===== src/rtl/ttt_token_accumulator.sv =====
// rtl/ttt_token_accumulator.sv - per-processor good/bad token accumulator with threshold fire queue
// Optional: define TTT_ACC_SAT_FLAG_EN to add the sticky sat_flag output.
module ttt_token_accumulator #(
    parameter int NUM_PROCESSORS  = 10,
    parameter int NEW_TOKENS_BITS = 4,
    parameter int PROG_WIDTH      = 8,
    parameter int FIFO_DEPTH      = 4,
    localparam int ID_W           = $clog2(NUM_PROCESSORS)
) (
    input  logic                       clk,
    input  logic                       reset,
    input  logic                       in_valid,
    output logic                       in_ready,
    input  logic [ID_W-1:0]            target_id,
    input  logic [NEW_TOKENS_BITS-1:0] new_good_tokens,
    input  logic [NEW_TOKENS_BITS-1:0] new_bad_tokens,
    output logic                       fire_valid,
    input  logic                       fire_ready,
    output logic [ID_W-1:0]            fire_id,
    input  logic [2:0]                 instruction,
`ifdef TTT_ACC_SAT_FLAG_EN
    output logic                       sat_flag,
`endif
    input  logic [PROG_WIDTH-1:0]      prog_data
);

    localparam int PTR_W = $clog2(FIFO_DEPTH);
    localparam int CNT_W = PTR_W + 1;
    localparam int SUM_W = PROG_WIDTH + 1;
    localparam logic signed [PROG_WIDTH-1:0] MAX_V = {1'b0, {(PROG_WIDTH-1){1'b1}}};
    localparam logic signed [PROG_WIDTH-1:0] MIN_V = {1'b1, {(PROG_WIDTH-1){1'b0}}};

    localparam logic [2:0] OP_NOP      = 3'd0;
    localparam logic [2:0] OP_SET_ADDR = 3'd1;
    localparam logic [2:0] OP_GOOD_THR = 3'd2;
    localparam logic [2:0] OP_BAD_THR  = 3'd3;
    localparam logic [2:0] OP_CLEAR    = 3'd4;

    logic signed [PROG_WIDTH-1:0] r_good     [NUM_PROCESSORS];
    logic signed [PROG_WIDTH-1:0] r_bad      [NUM_PROCESSORS];
    logic signed [PROG_WIDTH-1:0] r_good_thr [NUM_PROCESSORS];
    logic signed [PROG_WIDTH-1:0] r_bad_thr  [NUM_PROCESSORS];
    logic        [PROG_WIDTH-1:0] r_prog_addr;

    logic [ID_W-1:0]  r_fifo [FIFO_DEPTH];
    logic [PTR_W-1:0] r_wr_ptr;
    logic [PTR_W-1:0] r_rd_ptr;
    logic [CNT_W-1:0] r_count;

    logic                         w_idle_op;
    logic                         w_full;
    logic                         w_accept;
    logic                         w_tgt_ok;
    logic [ID_W-1:0]              w_idx;
    logic                         w_prog_ok;
    logic [ID_W-1:0]              w_prog_idx;
    logic signed [SUM_W-1:0]      w_good_sum;
    logic signed [SUM_W-1:0]      w_bad_sum;
    logic signed [PROG_WIDTH-1:0] w_good_new;
    logic signed [PROG_WIDTH-1:0] w_bad_new;
    logic                         w_good_clamp;
    logic                         w_bad_clamp;
    logic                         w_fire;
    logic                         w_push;
    logic                         w_pop;

    // Programming opcodes block updates; reserved opcodes behave as NOP
    assign w_idle_op  = (instruction == OP_NOP) || (instruction > OP_CLEAR);
    assign w_full     = (r_count == CNT_W'(FIFO_DEPTH));
    assign in_ready   = w_idle_op && !w_full;
    assign w_accept   = in_valid && in_ready;

    // Out-of-range IDs are steered to entry 0 for the read but never written
    assign w_tgt_ok   = (32'(target_id) < NUM_PROCESSORS);
    assign w_idx      = w_tgt_ok ? target_id : '0;
    assign w_prog_ok  = (32'(r_prog_addr) < NUM_PROCESSORS);
    assign w_prog_idx = r_prog_addr[ID_W-1:0];

    // One extra bit of headroom so overflow shows up as a sign disagreement
    assign w_good_sum = {r_good[w_idx][PROG_WIDTH-1], r_good[w_idx]}
                      + {{(SUM_W-NEW_TOKENS_BITS){new_good_tokens[NEW_TOKENS_BITS-1]}}, new_good_tokens};
    assign w_bad_sum  = {r_bad[w_idx][PROG_WIDTH-1], r_bad[w_idx]}
                      + {{(SUM_W-NEW_TOKENS_BITS){new_bad_tokens[NEW_TOKENS_BITS-1]}}, new_bad_tokens};

    // Saturate both sums into the signed counter range
    always_comb begin
        w_good_new   = w_good_sum[PROG_WIDTH-1:0];
        w_bad_new    = w_bad_sum[PROG_WIDTH-1:0];
        w_good_clamp = 1'b0;
        w_bad_clamp  = 1'b0;
        if (w_good_sum[SUM_W-1] != w_good_sum[SUM_W-2]) begin
            w_good_clamp = 1'b1;
            w_good_new   = w_good_sum[SUM_W-1] ? MIN_V : MAX_V;
        end
        if (w_bad_sum[SUM_W-1] != w_bad_sum[SUM_W-2]) begin
            w_bad_clamp = 1'b1;
            w_bad_new   = w_bad_sum[SUM_W-1] ? MIN_V : MAX_V;
        end
    end

    assign w_fire = (w_good_new >= r_good_thr[w_idx]) && (w_bad_new < r_bad_thr[w_idx]);
    assign w_push = w_accept && w_tgt_ok && w_fire;
    assign w_pop  = fire_valid && fire_ready;

    assign fire_valid = (r_count != '0);
    assign fire_id    = fire_valid ? r_fifo[r_rd_ptr] : '0;

    // Programming, counter clear and per-beat accumulate/fire of the addressed processor
    always_ff @(posedge clk or posedge reset) begin
        if (reset) begin
            r_prog_addr <= '0;
            for (int i = 0; i < NUM_PROCESSORS; i++) begin
                r_good[i]     <= '0;
                r_bad[i]      <= '0;
                r_good_thr[i] <= MAX_V;
                r_bad_thr[i]  <= MAX_V;
            end
        end else begin
            case (instruction)
                OP_SET_ADDR: r_prog_addr <= prog_data;
                OP_GOOD_THR: if (w_prog_ok) r_good_thr[w_prog_idx] <= prog_data;
                OP_BAD_THR:  if (w_prog_ok) r_bad_thr[w_prog_idx] <= prog_data;
                OP_CLEAR: begin
                    for (int i = 0; i < NUM_PROCESSORS; i++) begin
                        r_good[i] <= '0;
                        r_bad[i]  <= '0;
                    end
                end
                default: ;
            endcase
            if (w_accept && w_tgt_ok) begin
                r_good[w_idx] <= w_fire ? '0 : w_good_new;
                r_bad[w_idx]  <= w_fire ? '0 : w_bad_new;
            end
        end
    end

    // Fire queue: circular buffer with explicit occupancy count
    always_ff @(posedge clk or posedge reset) begin
        if (reset) begin
            r_wr_ptr <= '0;
            r_rd_ptr <= '0;
            r_count  <= '0;
            for (int i = 0; i < FIFO_DEPTH; i++) r_fifo[i] <= '0;
        end else begin
            if (w_push) begin
                r_fifo[r_wr_ptr] <= w_idx;
                r_wr_ptr         <= r_wr_ptr + PTR_W'(1);
            end
            if (w_pop) r_rd_ptr <= r_rd_ptr + PTR_W'(1);
            case ({w_push, w_pop})
                2'b10:   r_count <= r_count + CNT_W'(1);
                2'b01:   r_count <= r_count - CNT_W'(1);
                default: ;
            endcase
        end
    end

`ifdef TTT_ACC_SAT_FLAG_EN
    // Sticky record that some accepted update hit a clamp since the last clear
    always_ff @(posedge clk or posedge reset) begin
        if (reset) begin
            sat_flag <= 1'b0;
        end else if (instruction == OP_CLEAR) begin
            sat_flag <= 1'b0;
        end else if (w_accept && w_tgt_ok && (w_good_clamp || w_bad_clamp)) begin
            sat_flag <= 1'b1;
        end
    end
`endif

endmodule


===== config.mk =====
export PLATFORM = sky130hd
export DESIGN_NAME = ttt_token_accumulator
export DESIGN_NICKNAME = d
export VERILOG_FILES = /design/src/rtl/ttt_token_accumulator.sv
export SDC_FILE = /design/constraint.sdc
export NUM_CORES = 1
export LEC_CHECK = 0
export BUFFER_PORTS_ARGS = -buffer_cell sky130_fd_sc_hd__buf_4
export CAP_MARGIN = 30
export CORE_ASPECT_RATIO = 1.5
export CORE_MARGIN = 5
export CORE_UTILIZATION = 45
export DETAILED_ROUTE_END_ITERATION = 7
export PLACE_DENSITY_LB_ADDON = 0.25
export SYNTH_ARGS = -nofsm -noshare
export SYNTH_HDL_FRONTEND = slang
export SYNTH_SLANG_ARGS = --single-unit
export TNS_END_PERCENT = 20

===== constraint.sdc =====
create_clock -name clk -period 10.6 [get_ports clk]
set_clock_uncertainty 0.05 [all_clocks]
set_input_delay 0.53 -clock clk [delete_from_list [all_inputs] [get_ports clk]]
set_output_delay 0.53 -clock clk [all_outputs]
set_load 0.03 [all_outputs]

==> reports/metrics.yaml <==
status: "finished, final reports clean"
grt_max_degree: 161
hold_viol_final: 0
crit_path_max_incr_delay_ps: 560
cts_resized: 0
dieArea_sq_um: 42700
synth_top_area_cell: "dfrtp_1"
slew_headroom: 0.2786
finalSetupTns_ps: 0
reg2regPathDepth: 31
ff2ff_setup_slack_ps: 3860
grt-ovfl-total: 0
port_buffers: 32
die_x_um: 170.4
clkLatencyLatePin_ps: 530
dp_hpwl_mm: 29.91
rows: 88
seqPwrFrac: 0.383
drc: 0
p_per_area_nw_per_um2: 227.4
period_share: 0.7510
critical_path.most_common_cell: "a21oi_1"
synth.most_common_cell: "dfrtp_1"
leakagePower_nw: 8.296
cts_buffer_depth: 3
num_io_pins: 33
fmax_ghz: 0.1256
post_cts_buffers: 0
die_h_um: 250.6
synth_top_area_frac: 0.3041
synthArstFlopShare: 1.000
drv_cap: 0
critPathCaptureType: "flip-flop"
syn_avg_cell_area_sq_um: 12.44
synth_common_cells: "dfrtp_1, mux2_2, a32o_1"
cp.required_ps: 10990
grt_pass1_wl_mm: 74.28
synth_edf_count: 0
hold_class: "in -> async"
p_sw_mw: 1.544
finish.net_count: 1453
grtUsageTotal: 0.2189
final_area_sq_um: 19350
hold_buffers: 0
dr_wl_met3_mm: 2.227
slew_viol_final: 0
met2_length_mm: 23.94
rsz0062_at_grt: "false"
placed_cell_area_sq_um: 18130
reg2reg_to: "r_count[2]"
ys_dominant_reg_cell: "dfrtp_1"
path_class: "in -> reg"
drive_gt1_frac: 0.3612
synthesis.area_sq_um: 17360
drtPass1Iterations: 7
numCtsBuffers: 35
p_clk_frac: 0.294
path_max_fanout: 39
initial_utilization: 0.4532
place_congestion: 0.8313
htreeDepth: 2
ys_ff_latch: 351
combPwrFrac: 0.323
core_area_sq_um: 38320
synth_cell_types: 61
cts_tree: "built"
vias: 12307
ys_warn_count: 0
peakVddDrop_v: 0.0004229
area_growth_syn_to_layout_pct: 11.45
avgViaCountPerCell: 6.464
seq_area_frac_synth: 0.5159
worstSetupStartpointType: "input pin"
drt_iter0_drc: 1001
place_inst: 1841
synth_fp_nets: 1465
nFillCells: 3377
drt-met1-wl_mm: 19.14
place_ws_ps: 2149
diodes: 0
ant_nets: 0
wl_per_cell_um: 24.57
critPathSlowestCell: "a211o_1"
setup_viol: 0
netlist_instances: 1396
fin_crit_ps: 7961
highest_layer: "met4"
clock-sinks: 351
finalNonFillerCells: 1904
antenna_found_initial: 0
netSwitchingFraction: 0.3509
yosys-top-cells-area: "dfrtp_1, dfstp_2, mux2_2, a32o_1, mux2i_1"
worst_pin_slew_ps: 1081
reg2reg_from: "r_bad[49]"
crit_start: "target_id[0]"
finalPower_mw: 4.402
cp.arrival_ps: 8350
cts.clk_slew.worst_paths_ps: 70
grt_pass1_vias: 12676
root_buffer: "clkbuf_16"
wirelength_mm: 46.78
p_int_mw: 2.857
worst_slack_ps: 2639
stage by stage:
stage,hold WS [ps],utilization
finish,129.2,0.5051
floorplan,405.2,-
detailed placement,429.8,0.4732
global route,186.7,0.5051
global placement,422.7,0.4713
CTS,144.2,0.5043
cells in the final DEF (no fill, tap or decap), types with 5 or more instances in the layout:
cell type,netlist,final
dfrtp_1,211,211
mux2_2,206,206
a32o_1,158,158
dfstp_2,140,140
nand2_1,71,71
nor2_1,82,70
buf_4,2,70
mux2i_1,49,49
o221ai_1,40,40
ha_1,39,39
clkbuf_16,0,37
o21ai_0,26,25
a222oi_1,24,24
inv_1,23,22
a21oi_1,20,20
a22o_1,19,19
a221oi_1,18,18
nor2_2,0,12
o22ai_1,10,10
a22oi_1,9,9
clkbuf_1,96,9
nor3_1,11,8
xnor2_1,8,8
xor2_1,8,8
nand2b_1,7,7
and2_1,7,7
nand3_1,6,6
clkbuf_8,0,6
clkinv_2,0,6
nor3_2,2,5
nor2b_1,7,5
nor4_1,5,5
power groups by stage:
stage / registers, mW / logic (mW) / clock network [mW]
6_report: 1.69 / 1.42 / 1.29
5_1_grt: 1.71 / 1.54 / 1.37
2_1_floorplan: 1.67 / 1.13 / 0
3_5_place_dp: 1.71 / 1.41 / 0
3_3_place_gp: 1.70 / 1.37 / 0
4_1_cts: 1.69 / 1.41 / 1.32
critical path: cells and delay by family:
family | cells | cell delay, ps
XOR/XNOR | 3 | 470
adder cells (fa/ha/maj) | 5 | 1490
AO/OA/AOI/OAI | 16 | 3630
AND/OR/NAND/NOR | 3 | 370
multiplexers | 1 | 340
buffers and inverters | 5 | 1480
worst max-delay path by stage:
stage | endpoint | depth (start not counted)
3_3_place_gp | r_count[2] | 33
4_1_cts | r_count[2] | 33
6_report | r_count[2] | 33
5_1_grt | r_count[2] | 33
3_5_place_dp | r_count[2] | 33
2_1_floorplan | r_bad[0] | 1
area by class of cell:
cell class / instances / area (sq um) / area share
clock inverter: 10 / 150.1 / 0.007758
inverter: 23 / 93.84 / 0.004849
sequential: 351 / 8959 / 0.4629
tap: 495 / 619.3 / 0.03200
multi-input combinational: 897 / 7843 / 0.4053
timing repair buffer: 76 / 645.6 / 0.03336
clock buffer: 52 / 1042 / 0.05386
registers in the layout, summed over array words and instances, names as in the netlist:
name	flops
r_bad	80
r_bad_thr	80
r_good	80
r_prog_addr	8
r_count	3
r_rd_ptr	2
r_good_thr	80
r_wr_ptr	2
r_fifo	16
logic make-up (layout without fill, tap and decap cells):
| logic type | count (synthesis) | count (layout) | synth area share |
|---|---|---|---|
| muxes | 260 | 260 | 0.1683 |
| buffers and inverters | 148 | 161 | 0.03696 |
| and+or+nand+nor | 223 | 223 | 0.05930 |
| AOI/OAI and AO/OA | 356 | 356 | 0.1799 |
| DFF | 351 | 351 | 0.5159 |
| adders and majority gates | 42 | 42 | 0.03156 |
| xor gates and xnor gates | 16 | 16 | 0.008071 |
per-layer routing:
| layer | track usage | vias up |
|---|---|---|
| met5 | 0 | - |
| met1 | 0.2880 | 6436 |
| li1 | - | 5393 |
| met2 | 0.3757 | 400 |
| met3 | 0.02431 | 78 |
| met4 | 0.07192 | 0 |
(Power assumes the default switching activity.)
